--- src/rtl/switch_debounce_pkg.sv ---
// Shared constants for the switch debounce/capture block: register map and bus width.
package switch_debounce_pkg;

  localparam int DATA_W = 32;

  localparam logic [1:0] ADDR_DATA      = 2'd0;
  localparam logic [1:0] ADDR_IRQ_MASK  = 2'd1;
  localparam logic [1:0] ADDR_LAST_EDGE = 2'd2;
  localparam logic [1:0] ADDR_EDGE_CAP  = 2'd3;

  // Zero-extend a WIDTH-bit field onto the 32-bit readback bus.
  function automatic logic [DATA_W-1:0] zext(input logic [DATA_W-1:0] v, input int w);
    logic [DATA_W-1:0] m;
    m = (w >= DATA_W) ? '1 : ((DATA_W'(1) << w) - DATA_W'(1));
    return v & m;
  endfunction

endpackage

--- src/rtl/switch_debounce_capture_debounce_bit.sv ---
// One switch input: 2-flop synchronizer, hold-time counter and accepted (stable) level.
module debounce_bit #(
  parameter int DEBOUNCE_CYCLES = 50000
) (
  input  logic clk_clk,
  input  logic reset_reset_n,
  input  logic pin,
  output logic stable
);

  localparam int CW = (DEBOUNCE_CYCLES > 1) ? $clog2(DEBOUNCE_CYCLES) : 1;
  localparam logic [CW-1:0] CNT_LAST = CW'(DEBOUNCE_CYCLES - 1);

  logic meta;
  logic sync;
  logic [CW-1:0] cnt;

  // Any sample matching the accepted level restarts the hold window, so glitches never reach stable.
  always_ff @(posedge clk_clk or negedge reset_reset_n) begin
    if (!reset_reset_n) begin
      meta   <= 1'b0;
      sync   <= 1'b0;
      cnt    <= '0;
      stable <= 1'b0;
    end else begin
      meta <= pin;
      sync <= meta;
      if (sync == stable) begin
        cnt <= '0;
      end else if (cnt == CNT_LAST) begin
        stable <= sync;
        cnt    <= '0;
      end else begin
        cnt <= cnt + CW'(1);
      end
    end
  end

endmodule

--- src/rtl/switch_debounce_capture.sv ---
// Debounced switch input port with edge capture, IRQ mask and Avalon-MM slave (read latency 1).
// Build option SWITCH_DEBOUNCE_FALL_EDGE_EN: capture both edges and expose LAST_EDGE at address 2.
module switch_debounce_capture
  import switch_debounce_pkg::*;
#(
  parameter int WIDTH           = 4,
  parameter int DEBOUNCE_CYCLES = 50000
) (
  input  logic              clk_clk,
  input  logic              reset_reset_n,
  input  logic [WIDTH-1:0]  sw_in,
  input  logic [1:0]        avs_address,
  input  logic              avs_read,
  input  logic              avs_write,
  input  logic [DATA_W-1:0] avs_writedata,
  output logic [DATA_W-1:0] avs_readdata,
  output logic              irq,
  output logic [WIDTH-1:0]  sw_stable
);

  logic [WIDTH-1:0]  stable_d;
  logic [WIDTH-1:0]  edge_cap;
  logic [WIDTH-1:0]  irq_mask;
  logic [WIDTH-1:0]  edge_set;
  logic [WIDTH-1:0]  cap_clr;
  logic              mask_we;
  logic [DATA_W-1:0] rd_mux;
  logic              unused_wdata;

  genvar gi;
  generate
    for (gi = 0; gi < WIDTH; gi++) begin : g_bit
      debounce_bit #(.DEBOUNCE_CYCLES(DEBOUNCE_CYCLES)) u_db (
        .clk_clk       (clk_clk),
        .reset_reset_n (reset_reset_n),
        .pin           (sw_in[gi]),
        .stable        (sw_stable[gi])
      );
    end
  endgenerate

`ifdef SWITCH_DEBOUNCE_FALL_EDGE_EN
  logic [WIDTH-1:0] last_edge;
  assign edge_set = sw_stable ^ stable_d;
`else
  assign edge_set = sw_stable & ~stable_d;
`endif

  assign cap_clr = (avs_write && avs_address == ADDR_EDGE_CAP) ? avs_writedata[WIDTH-1:0] : '0;
  assign mask_we = avs_write && (avs_address == ADDR_IRQ_MASK);
  assign unused_wdata = &{1'b0, avs_writedata};

  // Set is OR'd in after the clear so a same-cycle edge is never lost.
  always_ff @(posedge clk_clk or negedge reset_reset_n) begin
    if (!reset_reset_n) begin
      stable_d <= '0;
      edge_cap <= '0;
      irq_mask <= '0;
      irq      <= 1'b0;
    end else begin
      stable_d <= sw_stable;
      edge_cap <= (edge_cap & ~cap_clr) | edge_set;
      if (mask_we) irq_mask <= avs_writedata[WIDTH-1:0];
      irq <= |(edge_cap & irq_mask);
    end
  end

`ifdef SWITCH_DEBOUNCE_FALL_EDGE_EN
  always_ff @(posedge clk_clk or negedge reset_reset_n) begin
    if (!reset_reset_n) begin
      last_edge <= '0;
    end else begin
      for (int i = 0; i < WIDTH; i++) begin
        if (edge_set[i]) last_edge[i] <= sw_stable[i];
      end
    end
  end
`endif

  always_comb begin
    rd_mux = '0;
    case (avs_address)
      ADDR_DATA:      rd_mux = zext(DATA_W'(sw_stable), WIDTH);
      ADDR_IRQ_MASK:  rd_mux = zext(DATA_W'(irq_mask), WIDTH);
`ifdef SWITCH_DEBOUNCE_FALL_EDGE_EN
      ADDR_LAST_EDGE: rd_mux = zext(DATA_W'(last_edge), WIDTH);
`else
      ADDR_LAST_EDGE: rd_mux = '0;
`endif
      ADDR_EDGE_CAP:  rd_mux = zext(DATA_W'(edge_cap), WIDTH);
      default:        rd_mux = '0;
    endcase
  end

  // Mux samples pre-write state, so a read paired with a write sees the old value.
  always_ff @(posedge clk_clk or negedge reset_reset_n) begin
    if (!reset_reset_n) avs_readdata <= '0;
    else if (avs_read)  avs_readdata <= rd_mux;
  end

endmodule

--- config.mk ---
export PLATFORM = sky130hd
export DESIGN_NAME = switch_debounce_capture
export DESIGN_NICKNAME = d
export VERILOG_FILES = /design/src/rtl/switch_debounce_pkg.sv /design/src/rtl/switch_debounce_capture_debounce_bit.sv /design/src/rtl/switch_debounce_capture.sv
export SDC_FILE = /design/constraint.sdc
export NUM_CORES = 1
export LEC_CHECK = 0
export CAP_MARGIN = 10
export CELL_PAD_IN_SITES_DETAIL_PLACEMENT = 1
export CELL_PAD_IN_SITES_GLOBAL_PLACEMENT = 1
export CORE_MARGIN = 4
export CORE_UTILIZATION = 44
export CTS_CLUSTER_DIAMETER = 60
export DETAILED_ROUTE_END_ITERATION = 7
export GPL_TIMING_DRIVEN = 0
export PLACE_DENSITY_LB_ADDON = 0.1
export SLEW_MARGIN = 20
export SYNTH_ARGS = -nofsm -noshare
export SYNTH_HDL_FRONTEND = slang
export SYNTH_SLANG_ARGS = --single-unit
export TNS_END_PERCENT = 1
--- constraint.sdc ---
create_clock -name clk_clk -period 2.85 [get_ports clk_clk]
set_input_delay 0.7125 -clock clk_clk [delete_from_list [all_inputs] [get_ports clk_clk]]
set_output_delay 0.7125 -clock clk_clk [all_outputs]
set_load 0.1 [all_outputs]
==> metrics.md <==
| Metric | Value |
|---|---|
| Clock Skews | `0.0107 ns` |
| Setup TNS | `0 ns` |
| Yosys warns | `0` |
| Critical path data arrival time | `1.86 ns` |
| Prevailing post-synth register cell | `dfrtp_1` |
| Clock root cell | `clkbuf_8` |
| Library cells used by synthesis | `34` |
| Drt drc | `0` |
| Layout area overhead | `15.2%` |
| CP startpoint kind | `flip-flop` |
| Max FO, Critical Path | `2` |
| Vias in the first global route | `3285` |
| First-pass GRT wire length | `15.9 mm` |
| Vias per inst | `4.97` |
| Initial Util | `45.4%` |
| Drt wl/cell | `14.5 µm` |
| Ys async rst share | `100%` |
| Min cycle time layout | `2.57 ns` |
| Final setup viols | `0` |
| Slew Limit Fails | `0` |
| Yosys reg bits | `93` |
| Std cell rows | `36` |
| Top cell type's share of synthesized area | `52.5%` |
| First drt pass iteration count | `4` |
| Clk sinks | `93` |
| Run status | `completed` |
| CTS H-Tree Depth | `3` |
| Gr usage total | `16.8%` |
| Final Hold Vio Count | `0` |
| Data required time at the worst endpoint | `2.14 ns` |
| Cell count after synthesis | `437` |
| Area leader, netlist | `dfrtp_1` |
| Remaining global-route overflow | `0` |
| CP Buf/Inv Count | `1` |
| Initial antenna violation count | `0` |
| Num ports | `79` |
| Crit end category | `output port` |
| Pwr Total | `2.65 mW` |
| Final core occ | `52.3%` |
| CP delay by family, top | `buffers and inverters` |
| Initial drt markers | `77` |
| PD cells | `518 nW/µm²` |
| Core area | `9770 µm²` |
| Cell count after placement | `617` |
| Post-CTS Setup Inserts | `0` |
| Number of flops mapped to enable cells by yosys | `0` |
| Cts bufs inserted | `9` |
| I/O Buffers | `19` |
| Die H | `108 µm` |
| Worst skew pair latency | `0.36 ns` |
| Clock Path Buffers | `2` |
| WL final | `9.19 mm` |
| Pin count of the biggest net entering global routing | `69` |
| Layout Cells excl Fill | `633` |
| GPL Wtd Cong | `0.746` |
| Vias | `3147` |
| Max-cap check violation count | `0` |
| Ant. Diodes | `0` |
| Share of layout cells above drive strength 1 | `13.0%` |
| DIE AREA | `11800 µm²` |
| Clock-pin slew on the worst setup and hold paths | `0.10 ns` |
| Slew @ Worst Pin | `0.974 ns` |
| Die Span X | `108 µm` |
| Syn avg cell area | `10.2 µm²` |
| Crit-path max cell delay | `1.14 ns` |
| Post-synthesis sequential area ratio | `52.5%` |
| Detail Route Antenna Nets | `0` |
| Worst path cell trace | `clkdlybuf4s50_1` |
| Fmax | `389 MHz` |
| Final #Nets | `541` |
| Worst min path class | `in -> async` |
| CTS tree | `built` |
| Peak supply drop | `0.000241 V` |
| Slowest CP cell | `clkdlybuf4s50_1` |
| Type of the worst setup path | `reg -> out` |
| Period utilization | `90.1%` |
| Synth cell count leaders | `93 x dfrtp_1, 78 x nor2_1, 48 x xnor2_1, 32 x buf_4, 21 x nand3_1` |
| Dpl hpwl | `6.59 mm` |
| Synth top area cells | `dfrtp_1 52%, xnor2_1 9.5%, nor2_1 6.6%` |
| Leakage power | `2.24 nW` |
| Top-count cell post-synth | `dfrtp_1` |
| Relative slew margins | `34.9%` |
| RSZ-0062 raised after global routing | `no` |
| Synth Cell Area | `4440 µm²` |
cells by family after synthesis:
| family | Yosys count | synth area share [%] |
|---|---|---|
| and+or+nand+nor | 188 | 21.2 |
| muxes | 8 | 1.92 |
| adders and majority gates | 4 | 1.13 |
| AOI/OAI and AO/OA | 25 | 3.61 |
| buffers and inverters | 59 | 7.95 |
| other | 1 | 0.0845 |
| DFF | 93 | 52.5 |
| xor gates and xnor gates | 59 | 11.6 |
what timing repair did:
item	in CTS	in global routing
setup endpoints to repair	1	3
gates resized for setup	1	3
cloned	0	0
hold buffers	0	0
endpoints found under the hold margin	0	0
area by class of cell:
cell class | count | area, µm²
Fill cell | 1117 | 4660
Inverter | 19 | 71.3
Sequential cell | 93 | 2330
Buffer | 40 | 282
Timing Repair Buffer | 20 | 215
Clock inverter | 7 | 66.3
Tap cell | 133 | 166
Multi-Input combinational cell | 312 | 1860
Clock buffer | 9 | 124
worst paths after layout:
path	start	to	slack, ns	depth (start not counted)
max in group asynchronous	reset_reset_n	avs_readdata[0]	2.03	2
worst min-delay path	reset_reset_n	g_bit[2].u_db.cnt[11]	0.20	1
worst max register to register	g_bit[1].u_db.cnt[12]	g_bit[1].u_db.cnt[8]	0.97	5
worst max-delay path	avs_readdata[3]	avs_readdata[3]	0.28	1
min in group clk_clk	g_bit[3].u_db.meta	g_bit[3].u_db.sync	0.35	0
worst min register to register	g_bit[3].u_db.meta	g_bit[3].u_db.sync	0.35	0
cells in the final DEF (no fill, tap or decap), types with 16 or more instances in the layout:
cell / instances
nor2_1: 78
xnor2_1: 48
conb_1: 28
nor4_1: 18
nand2_1: 20
buf_4: 34
inv_1: 19
nand4_1: 16
dfrtp_1: 93
nand3_1: 21
metal layers:
layer | global-route usage [%] | up-vias | share of wire, %
met1 | 23.3 | 1548 | 48
met5 | 0 | - | 0
met4 | 4.69 | 0 | 1.0
met3 | 4.12 | 8 | 3.3
li1 | - | 1543 | -
met2 | 26.4 | 48 | 47
state kept, by name, summed over array words and instances (netlist names):
| name | count |
|---|---|
| g_bit.u_db.cnt | 64 |
| avs_readdata | 4 |
| edge_cap | 4 |
| g_bit.u_db.meta | 4 |
| g_bit.u_db.stable | 4 |
| g_bit.u_db.sync | 4 |
| irq_mask | 4 |
| stable_d | 4 |
| irq | 1 |
per-stage QoR:
| stage | instance area, µm² | setup WS, ns | hold WS (ns) |
|---|---|---|---|
| floorplan | 4540 | 1.22 | 0.331 |
| global placement | 4890 | -2.47 | 0.333 |
| detailed placement | 4920 | 0.397 | 0.337 |
| CTS | 5110 | 0.00964 | 0.191 |
| global route | 5110 | 0.225 | 0.195 |
| finish | 5110 | 0.282 | 0.198 |
report_power, final:
part	total, mW	switching, mW	internal (mW)
sequential	1.39	0.0315	1.36
combinational	0.397	0.308	0.0888
clock	0.861	0.460	0.401
total	2.65	0.800	1.85
(Power assumes the default switching activity.)
